$ cat src/rtl/stopwatch_bcd_lap.sv
// BCD stopwatch with clear, lap hold, saturation and a fixed decimal-point mask.
// Define STOPWATCH_MMSS_EN to get minutes:seconds format (tens-of-seconds digit wraps at 5).

module stopwatch_bcd_digit #(
  parameter logic [3:0] LIMIT = 4'd9
) (
  input  logic [3:0] d,
  input  logic       carry_in,
  output logic [3:0] q,
  output logic       carry_out,
  output logic       q_at_limit
);
  always_comb begin
    carry_out = carry_in && (d == LIMIT);
    if (!carry_in)        q = d;
    else if (d == LIMIT)  q = 4'd0;
    else                  q = d + 4'd1;
    q_at_limit = (q == LIMIT);
  end
endmodule

module stopwatch_bcd_lap #(
  parameter int FREQ_HZ     = 100000000,
  parameter int FRAC_DIGITS = 2,
  parameter int DIGITS      = 8
) (
  input  logic                  clk,
  input  logic                  reset,
  input  logic                  start,
  input  logic                  clear,
  input  logic                  lap,
  output logic [4*DIGITS-1:0]   display,
  output logic [DIGITS-1:0]     digit_enable,
  output logic [DIGITS-1:0]     dp_enable,
  output logic                  running,
  output logic                  lap_active,
  output logic                  saturated
);
`ifdef STOPWATCH_MMSS_EN
  localparam bit MMSS = 1'b1;
`else
  localparam bit MMSS = 1'b0;
`endif
  localparam int PRESCALE = FREQ_HZ / (10 ** FRAC_DIGITS);
  localparam int PW       = (PRESCALE > 1) ? $clog2(PRESCALE) : 1;
  localparam logic [PW-1:0] PMAX = PW'(PRESCALE - 1);
  localparam int TENS     = FRAC_DIGITS + 1;
  localparam int LO       = !MMSS ? FRAC_DIGITS : ((TENS < DIGITS) ? TENS : DIGITS - 1);

  function automatic logic [DIGITS-1:0] dp_pattern();
    logic [DIGITS-1:0] m;
    m = '0;
    if (FRAC_DIGITS > 0) m[FRAC_DIGITS] = 1'b1;
    if (MMSS && (FRAC_DIGITS + 2 < DIGITS)) m[FRAC_DIGITS+2] = 1'b1;
    return m;
  endfunction

  logic [DIGITS-1:0][3:0] count, lap_reg, count_inc, shown;
  logic [DIGITS:0]        carry;
  logic [DIGITS-1:0]      inc_lim;
  logic [PW-1:0]          prescaler;
  logic                   tick, at_max;

  // Ripple carry resolves in one cycle; carry out of the top digit means every digit is at its limit.
  assign carry[0] = 1'b1;
  for (genvar g = 0; g < DIGITS; g++) begin : g_digit
    stopwatch_bcd_digit #(.LIMIT((MMSS && g == TENS) ? 4'd5 : 4'd9)) u_digit (
      .d          (count[g]),
      .carry_in   (carry[g]),
      .q          (count_inc[g]),
      .carry_out  (carry[g+1]),
      .q_at_limit (inc_lim[g])
    );
  end

  assign at_max    = carry[DIGITS];
  assign tick      = running && (prescaler == PMAX);
  assign shown     = lap_active ? lap_reg : count;
  assign display   = shown;
  assign dp_enable = dp_pattern();

  always_comb begin
    int top;
    top = LO;
    for (int i = 0; i < DIGITS; i++)
      if (shown[i] != 4'd0 && i > top) top = i;
    for (int i = 0; i < DIGITS; i++)
      digit_enable[i] = (i <= top);
  end

  always_ff @(posedge clk) begin
    if (reset) begin
      count      <= '0;
      lap_reg    <= '0;
      prescaler  <= '0;
      running    <= 1'b0;
      lap_active <= 1'b0;
      saturated  <= 1'b0;
    end else if (clear && !running) begin
      // clear while paused also swallows a same-cycle start
      count      <= '0;
      prescaler  <= '0;
      saturated  <= 1'b0;
      lap_active <= 1'b0;
    end else begin
      if (running) begin
        if (tick) begin
          prescaler <= '0;
          if (!at_max) begin
            count     <= count_inc;
            saturated <= &inc_lim;
          end
        end else begin
          prescaler <= prescaler + 1'b1;
        end
      end
      if (start) running <= !running;
      if (lap) begin
        if (lap_active) lap_active <= 1'b0;
        else if (running) begin
          lap_reg    <= count;
          lap_active <= 1'b1;
        end
      end
    end
  end
endmodule
$ cat config.mk
export PLATFORM = sky130hd
export DESIGN_NAME = stopwatch_bcd_lap
export DESIGN_NICKNAME = d
export VERILOG_FILES = /design/src/rtl/stopwatch_bcd_lap.sv
export SDC_FILE = /design/constraint.sdc
export NUM_CORES = 1
export LEC_CHECK = 0
export BUFFER_PORTS_ARGS = -buffer_cell sky130_fd_sc_hd__buf_2
export CAP_MARGIN = 5
export CORE_AREA = 2 2 114 72
export DETAILED_ROUTE_END_ITERATION = 10
export DIE_AREA = 0 0 116 74
export GPL_TIMING_DRIVEN = 0
export PLACE_DENSITY = 0.83
export SETUP_SLACK_MARGIN = 0.02
export SLEW_MARGIN = 20
export SYNTH_ARGS = -nofsm -noshare
export SYNTH_HDL_FRONTEND = slang
export SYNTH_SLANG_ARGS = --single-unit
$ cat constraint.sdc
create_clock -name clk -period 5.1 [get_ports clk]
set_clock_uncertainty 0.15 [all_clocks]
set_input_delay 1.02 -clock clk [delete_from_list [all_inputs] [get_ports clk]]
set_output_delay 1.02 -clock clk [all_outputs]
set_load 0.02 [all_outputs]
==> results of run 1 <==
## kinds of logic (layout without fill, tap and decap cells)
family,after synthesis,after routing,share of synthesized area
other cells,2,11,0.00164
compound gates,88,88,0.105
buf+inv,58,117,0.0639
xor+xnor,34,34,0.0650
simple gates,275,275,0.301
flops,87,87,0.380
mux,33,33,0.0808
fa+ha+maj,1,1,0.00273
## where the power goes
group          total, mW  leakage (nW)  internal [mW]  switching, mW
logic             0.0577          1.09         0.0142         0.0435
registers          0.681         0.701          0.680        0.00110
clock network      0.664         0.144          0.390          0.274
## cells in the final DEF, fill, tap and decap left out, types with 8 or more instances in the layout
master,count
nand2_1,109
dfxtp_1,87
nor2_1,61
a21oi_1,49
buf_2,46
clkbuf_1,31
nand3_1,22
xor2_1,22
o21ai_0,14
buf_4,12
mux2_1,12
mux2_2,12
xnor2_1,12
conb_1,11
nor2b_1,10
clkbuf_16,9
o21ai_1,8
## layer usage
layer | vias up | GRT usage
li1 | 2074 | -
met1 | 1999 | 0.426
met2 | 182 | 0.435
met3 | 19 | 0.0709
met4 | 0 | 0.0939
met5 | - | 0
## layout make-up
type | count | area [µm²]
Inverter | 8 | 30.0
Tap cell | 108 | 135
Timing Repair Buffer | 43 | 215
Multi-Input combinational cell | 442 | 2590
Clock buffer | 10 | 239
Sequential cell | 87 | 1740
Clock inverter | 6 | 60.1
Fill cell | 633 | 2300
Buffer | 50 | 263
## worst max-delay path by stage
stage	startpoint	endpoint	slack, ps	cells after the start
after floorplan	lap_active	digit_enable[3]	870	6
after global placement	lap_active	digit_enable[3]	1080	7
after detailed placement	lap_active	digit_enable[3]	1050	7
after CTS	lap_active	digit_enable[3]	670	7
after global routing	lap_active	digit_enable[3]	590	7
final	lap_active	digit_enable[3]	680	7
## worst max-delay path: stages, from the launching register on
cell,delay (ps)
dfxtp_1,500
mux2_2,390
or4_4,540
or4b_4,500
or4b_4,530
nand2b_4,170
nand2b_4,130
buf_2,160
==> impl_metrics.toml, run 1 <==
[setup_path]
r2r_end = "count[11]"
crit_path_end_kind = "output port"
r2r_start = "running"
reg2reg_depth = 8
arrival_ps = 3250
critical_path_required_ps = 3930
critPathKind = "reg -> out"
crit_fanout = 7
rrSetupSlack_ps = 1660
worst_setup_path_start_kind = "register"

[synth]
synth_edf_count = 0
synth_cell_types = 55
netlist_area_mm2 = 0.00458
yosys_warnings = 0
synth.most_common_cell = "nand2_1"
netlist_instances = 578
synth-seq-cells = 87
syn_avg_cell_area_um2 = 7.93
synth.area.top_cells = "dfxtp_1, nand2_1, a21oi_1"
synth-async-reset-ratio = 0
synthTopCellsByCount = "nand2_1, dfxtp_1, nor2_1"
synth_top_cell_by_area = "dfxtp_1"
synth_top_area_share = 0.380
yosysSeqAreaShare = 0.380
synth_flop_cell = "dfxtp_1"

[min_path]
hold_depth = 2
holdCritStartpoint = "lap_reg[30]"
hp-class = "reg -> reg"
whs_endpoint = "lap_reg[30]"

[power]
totalPowerFinal_mw = 1.40
p_leak_nw = 1.94
power_density_mw_per_mm2 = 266
irDropWorstVdd_mv = 0.239

[clock_tree]
cts_root_buf = "clkbuf_16"
clock_path_buffers = 2
tritoncts = "yes"
htreeDepth = 3
ctsHoldBuffers = 0
clock-sinks = 87
cts_resized = 0
numCtsBuffers = 9
cts_setup_buffers = 0
clk_latency_ps = 340
clk_pin_slew_ps = 60

[floorplan]
die_x_um = 116
die_height_um = 74
start_util = 0.605
rows = 25
die_area_mm2 = 0.00858
top_level_ports = 56
core_mm2 = 0.00757

[place]
pre_cts_ws_ps = 1050
dpl_cell_area_mm2 = 0.00497
place.gp.congestion = 0.887
hpwl_mm = 8.82
dp_cells = 738
port_buffers = 43

[route]
vias = 4274
wl_mm = 12.1
drc = 0
wl_per_cell_um = 16.0
top_layer_used = "met4"
drtPass1Iterations = 4
drtIter0Drc = 398
route.met2.wl_mm = 5.06
wl_met1_mm = 5.77
ant_nets = 0
routed_via_density = 5.67
route.met3.wl_mm = 1.01

[job]
maxCapViolations = 0

[final_layout]
drive_above_1_share = 0.158
fin_nets = 647
fin_area_mm2 = 0.00527
syn_to_final_growth_pct = 15.0
n_antenna_cell = 0
final_util = 0.696
finalNonFillerCells = 754

[grt]
grt_usage = 0.294
grt_overflow = 0
grt_pass1_vias = 3928
antenna_found_initial = 0
grt_pass1_wl_mm = 19.3
grt_max_degree = 15

[sta]
final_max_slew_viol_count = 0
tightestPinTransition_ps = 819
rsz0062_at_grt = "no"
fin_crit_sh = 0.866
setup_viol = 0
fmax_ghz = 0.226
finalHoldViolCount = 0
finalCriticalPeriod_ps = 4420
hold_ws_ps = 300
finalWorstSetupSlack_ps = 681
relSlewSlack = 0.449
fin_setup_tns_ps = 0

[run_status]
outcome = "complete, no violations"
(Power assumes the default switching activity.)
==> inputs of run 2 (changes only) <==
--- a/config.mk
+++ b/config.mk
@@ -8,9 +8,11 @@
 export BUFFER_PORTS_ARGS = -buffer_cell sky130_fd_sc_hd__buf_2
 export CAP_MARGIN = 5
 export CORE_AREA = 2 2 114 72
+export CTS_BUF_LIST = sky130_fd_sc_hd__clkbuf_16
 export DETAILED_ROUTE_END_ITERATION = 10
 export DIE_AREA = 0 0 116 74
 export GPL_TIMING_DRIVEN = 0
+export MAX_ROUTING_LAYER = met4
 export PLACE_DENSITY = 0.83
 export SETUP_SLACK_MARGIN = 0.02
 export SLEW_MARGIN = 20
==> constraint.sdc (replaced) <==
create_clock -name clk -period 5.7 [get_ports clk]
set_clock_uncertainty 0.15 [all_clocks]
set_input_delay 1.14 -clock clk [delete_from_list [all_inputs] [get_ports clk]]
set_output_delay 1.14 -clock clk [all_outputs]
set_load 0.02 [all_outputs]
==> impl_metrics.toml, run 2 (synthesis results as in run 1) <==
[setup_path]
max_stage_delay_ps = 540
crit_fanout = 7
slowest_stage = "or4_4"
crit_buf_inv = 1
path_cells = "mux2_2 -> or4_4 -> or4b_4 -> or4b_4 -> nand2b_4 -> nand2b_4 -> buf_2"
worstSetupStartpoint = "lap_active"
critPathKind = "reg -> out"
critical_path_required_ps = 4410
worst_setup_path_start_kind = "register"
r2r_start = "running"
crit_path_end_kind = "output port"
cp_top_family = "simple AND/OR/NAND/NOR gates"
arrival_ps = 3250

[floorplan]
die_x_um = 116
core_mm2 = 0.00757
rows = 25
top_level_ports = 56
die_height_um = 74
start_util = 0.605
die_area_mm2 = 0.00858

[route]
wl_per_cell_um = 16.4
routed_via_density = 5.72
vias = 4310
drtPass1Iterations = 5
wl_mm = 12.3
drtIter0Drc = 340
drc = 0
ant_nets = 0

[clock_tree]
clock_path_buffers = 2
clk_pin_slew_ps = 60
htreeDepth = 3
clk_latency_ps = 340
cts_resized = 0
tritoncts = "yes"
ctsHoldBuffers = 0
cts_root_buf = "clkbuf_16"
clock-sinks = 87
numCtsBuffers = 9
cts_setup_buffers = 0

[sta]
tightestPinTransition_ps = 878
fin_setup_tns_ps = 0
fmax_ghz = 0.220
setup_viol = 0
relSlewSlack = 0.412
finalWorstSetupSlack_ps = 1160
final_max_slew_viol_count = 0
finalHoldViolCount = 0
finalCriticalPeriod_ps = 4540
fin_crit_sh = 0.797
rsz0062_at_grt = "no"

[grt]
grt_usage = 0.305
grt_pass1_wl_mm = 19.3
grt_pass1_vias = 3820
grt_overflow = 0
grt_max_degree = 15
antenna_found_initial = 0

[final_layout]
n_antenna_cell = 0
fin_nets = 647
final.fill_count = 634
final_cell_mix = "nand2_1, dfxtp_1, nor2_1"
syn_to_final_growth_pct = 15.3
drive_above_1_share = 0.155
final_common_cell = "nand2_1"

[power]
irDropWorstVdd_mv = 0.232
p_leak_nw = 1.94
power_density_mw_per_mm2 = 243

[place]
place.gp.congestion = 0.883
hpwl_mm = 8.91
pre_cts_ws_ps = 1530
port_buffers = 43

[min_path]
holdCritStartpoint = "lap_reg[4]"
hp-class = "reg -> reg"

[job]
maxCapViolations = 0

[run_status]
outcome = "complete, no violations"
run 2: cell count changes in the layout (fill, tap and decap cells not counted), sizes merged:
cell and delta:
clkbuf -1, bufinv +1
run 2: layout make-up:
type	count	area, µm²	area share
clock inverters	7	87.6	0.0166
repair buffers	43	215	0.0407
multi-input cells	442	2590	0.490
plain buffers	50	263	0.0497
well taps	108	135	0.0256
clock buffers	9	225	0.0426
flip-flops and latches	87	1740	0.330
inverters	8	30.0	0.00568
run 2: report_power, final:
part           internal [mW]  leakage, nW  switching (mW)
Clock                  0.380        0.147           0.244
Combinational         0.0127         1.09          0.0396
Sequential             0.609        0.701        0.000985
Total                   1.00         1.94           0.285
run 2: metal layers:
metal	vias up	global-route usage	wire length (µm)
met1	2049	0.433	5780
li1	2076	-	-
met5	-	-	0
met2	168	0.443	5450
met4	0	0.0847	134
met3	17	0.0652	984
run 2: path summary, 6_finish.rpt:
path / end / slack (ps) / cells after the start
setup / recovery: digit_enable[3] / 1160 / 7
hold / removal: lap_reg[4] / 310 / 2
setup reg to reg: count[27] / 2290 / 8
hold reg to reg: lap_reg[4] / 310 / 2
run 2: metrics by stage:
step	instances	utilization	hold WS (ps)	power, mW	cell area [µm²]
floorplan	587	-	283	0.658	4620
global placement	738	0.656	289	0.673	4970
detailed placement	738	0.657	294	0.674	4970
CTS	754	0.698	302	1.29	5290
global route	754	0.698	315	1.31	5290
finish	754	0.698	305	1.29	5290
run 2: worst min-delay path: stages (launching register included):
cell and delay (ps):
dfxtp_1 310, nand2_1 50, a21oi_1 50
==> inputs of run 3 (changes only) <==
--- a/config.mk
+++ b/config.mk
@@ -5,15 +5,16 @@
 export SDC_FILE = /design/constraint.sdc
 export NUM_CORES = 1
 export LEC_CHECK = 0
+export ABC_AREA = 1
 export BUFFER_PORTS_ARGS = -buffer_cell sky130_fd_sc_hd__buf_2
 export CAP_MARGIN = 5
-export CORE_AREA = 2 2 114 72
+export CORE_AREA = 2 2 121 76
 export CTS_BUF_LIST = sky130_fd_sc_hd__clkbuf_16
 export DETAILED_ROUTE_END_ITERATION = 10
-export DIE_AREA = 0 0 116 74
+export DIE_AREA = 0 0 123 78
 export GPL_TIMING_DRIVEN = 0
 export MAX_ROUTING_LAYER = met4
-export PLACE_DENSITY = 0.83
+export PLACE_DENSITY = 0.8
 export SETUP_SLACK_MARGIN = 0.02
 export SLEW_MARGIN = 20
 export SYNTH_ARGS = -nofsm -noshare
==> constraint.sdc (replaced) <==
create_clock -name clk -period 4.4 [get_ports clk]
set_clock_uncertainty 0.15 [all_clocks]
set_input_delay 0.88 -clock clk [delete_from_list [all_inputs] [get_ports clk]]
set_output_delay 0.88 -clock clk [all_outputs]
set_load 0.02 [all_outputs]
==> impl_metrics.toml, run 3 <==
[run_status]
outcome = "complete, no violations"

[clock_tree]
htreeDepth = 3
clock-sinks = 87
ctsHoldBuffers = 0
cts_setup_buffers = 0
tritoncts = "yes"
clk_pin_slew_ps = 70
clk_latency_ps = 350
cts_resized = 0
numCtsBuffers = 9
clock_path_buffers = 2
cts_root_buf = "clkbuf_16"

[setup_path]
reg2reg_depth = 7
max_stage_delay_ps = 490
r2r_end = "prescaler[18]"
slowest_stage = "nor4_1"
critPathKind = "reg -> out"
critical_path_required_ps = 3370
r2r_start = "running"
rrSetupSlack_ps = 1650
crit_fanout = 10
path_cells = "buf_2 -> inv_1 -> clkbuf_1 -> o21ai_0 -> inv_1 -> nor4_1 -> nand4_1 -> buf_2"
arrival_ps = 2390
crit_path_end_kind = "output port"
worst_setup_path_start_kind = "register"

[power]
p_int_mw = 1.33
combPwrFrac = 0.062
power_density_mw_per_mm2 = 309
sw_frac_of_total = 0.236
totalPowerFinal_mw = 1.74
pwr-share-seq = 0.464
clkPwrFrac = 0.474
p_leak_nw = 2.44
irDropWorstVdd_mv = 0.212
p_sw_mw = 0.410

[final_layout]
final_common_cell = "nand2_1"
final.fill_count = 725
fin_nets = 810
final_cell_mix = "nand2_1, dfxtp_1, inv_1"
finalNonFillerCells = 921
syn_to_final_growth_pct = 14.4
drive_above_1_share = 0.142
n_antenna_cell = 0

[grt]
grt_pass1_wl_mm = 22.5
grt_overflow = 0
grt_usage = 0.315
grt_pass1_vias = 4491
antenna_found_initial = 0
grt_max_degree = 16

[synth]
synth_edf_count = 0
synth.most_common_cell = "nand2_1"
netlist_instances = 741
synth_top_family_by_area = "simple AND/OR/NAND/NOR gates"
synth_cell_types = 41
yosys_warnings = 0
synth_top_cell_by_area = "dfxtp_1"
netlist_area_mm2 = 0.00493
syn_avg_cell_area_um2 = 6.65
synth_compound_area_frac = 0.186
synth_mux_area_frac = 0.00203
synth_flop_cell = "dfxtp_1"
synth_top_area_share = 0.354
synth.area.top_cells = "dfxtp_1, nand2_1, o21ai_0"
yosysSeqAreaShare = 0.354
synth-async-reset-ratio = 0
synthXorXnorAreaFrac = 0.0107
synthTopCellsByCount = "nand2_1, dfxtp_1, inv_1"
synthSimpleGateAreaFrac = 0.326
synth_fa_ha_area_frac = 0.00254
synth-seq-cells = 87

[route]
vias = 5244
wl_per_cell_um = 15.7
drc = 0
drtPass1Iterations = 6
ant_nets = 0
wl_mm = 14.4
drtIter0Drc = 616
routed_via_density = 5.69

[min_path]
whs_endpoint = "lap_reg[29]"
hold_depth = 2
hp-class = "reg -> reg"
holdCritStartpoint = "lap_reg[29]"

[floorplan]
start_util = 0.587
die_height_um = 78
die_area_mm2 = 0.00959
top_level_ports = 56
die_x_um = 123
rows = 26
core_mm2 = 0.00839

[sta]
fin_crit_sh = 0.778
fin_setup_tns_ps = 0
final_max_slew_viol_count = 0
finalHoldViolCount = 0
fmax_ghz = 0.292
hold_ws_ps = 319
relSlewSlack = 0.517
setup_viol = 0
rsz0062_at_grt = "no"
finalCriticalPeriod_ps = 3420
tightestPinTransition_ps = 724

[place]
hpwl_mm = 10.6
place.gp.congestion = 0.980
dp_cells = 905
port_buffers = 43

[job]
maxCapViolations = 0
run 3: worst max-delay path by stage:
stage	start	endpoint	slack, ps
finish	lap_active	digit_enable[3]	980
floorplan	lap_active	digit_enable[3]	1370
global placement	lap_active	digit_enable[3]	1470
detailed placement	lap_active	digit_enable[3]	1370
global route	lap_active	digit_enable[3]	790
CTS	lap_active	digit_enable[3]	990
run 3: critical path, delay by kind of cell (launching register included):
kind | cells | cell delay, ps
buf+inv | 5 | 780
simple gates | 2 | 630
compound gates | 1 | 300
flops | 1 | 330
run 3: routing by layer:
metal,global-route usage,vias to the layer above,part of all wire
met4,0.0705,0,0.013
met5,-,-,0
met1,0.458,2361,0.47
met3,0.117,19,0.13
met2,0.408,300,0.39
li1,-,2564,-
run 3: stage by stage:
stage | setup WS (ps) | utilization | area (µm²)
4_1_cts | 989 | 0.672 | 5640
5_1_grt | 788 | 0.672 | 5640
6_report | 976 | 0.672 | 5640
3_3_place_gp | 1470 | 0.633 | 5320
3_5_place_dp | 1370 | 0.633 | 5320
2_1_floorplan | 1370 | - | 4960
run 3: cell type report:
cell class	count	area, µm²	share of cell area
Buffer	41	234	0.0415
Clock buffer	9	225	0.0400
Clock inverter	7	96.3	0.0171
Inverter	92	347	0.0615
Multi-Input combinational cell	530	2640	0.468
Sequential cell	87	1740	0.309
Tap cell	112	140	0.0249
Timing Repair Buffer	43	215	0.0382
run 3: cells by family after synthesis:
kind of cell               count (synthesis)
buffers and inverters                    133
adders and majority gates                  1
xor gates and xnor gates                   6
DFF                                       87
and+or+nand+nor                          348
AOI/OAI and AO/OA                        163
other                                      2
muxes                                      1
run 3: power by group through the flow:
stage	combinational [mW]	sequential [mW]	clock, mW
after floorplan	0.0748	0.824	0
after global routing	0.118	0.809	0.877
after global placement	0.102	0.824	0
after CTS	0.105	0.807	0.833
final	0.107	0.808	0.826
after detailed placement	0.104	0.825	0
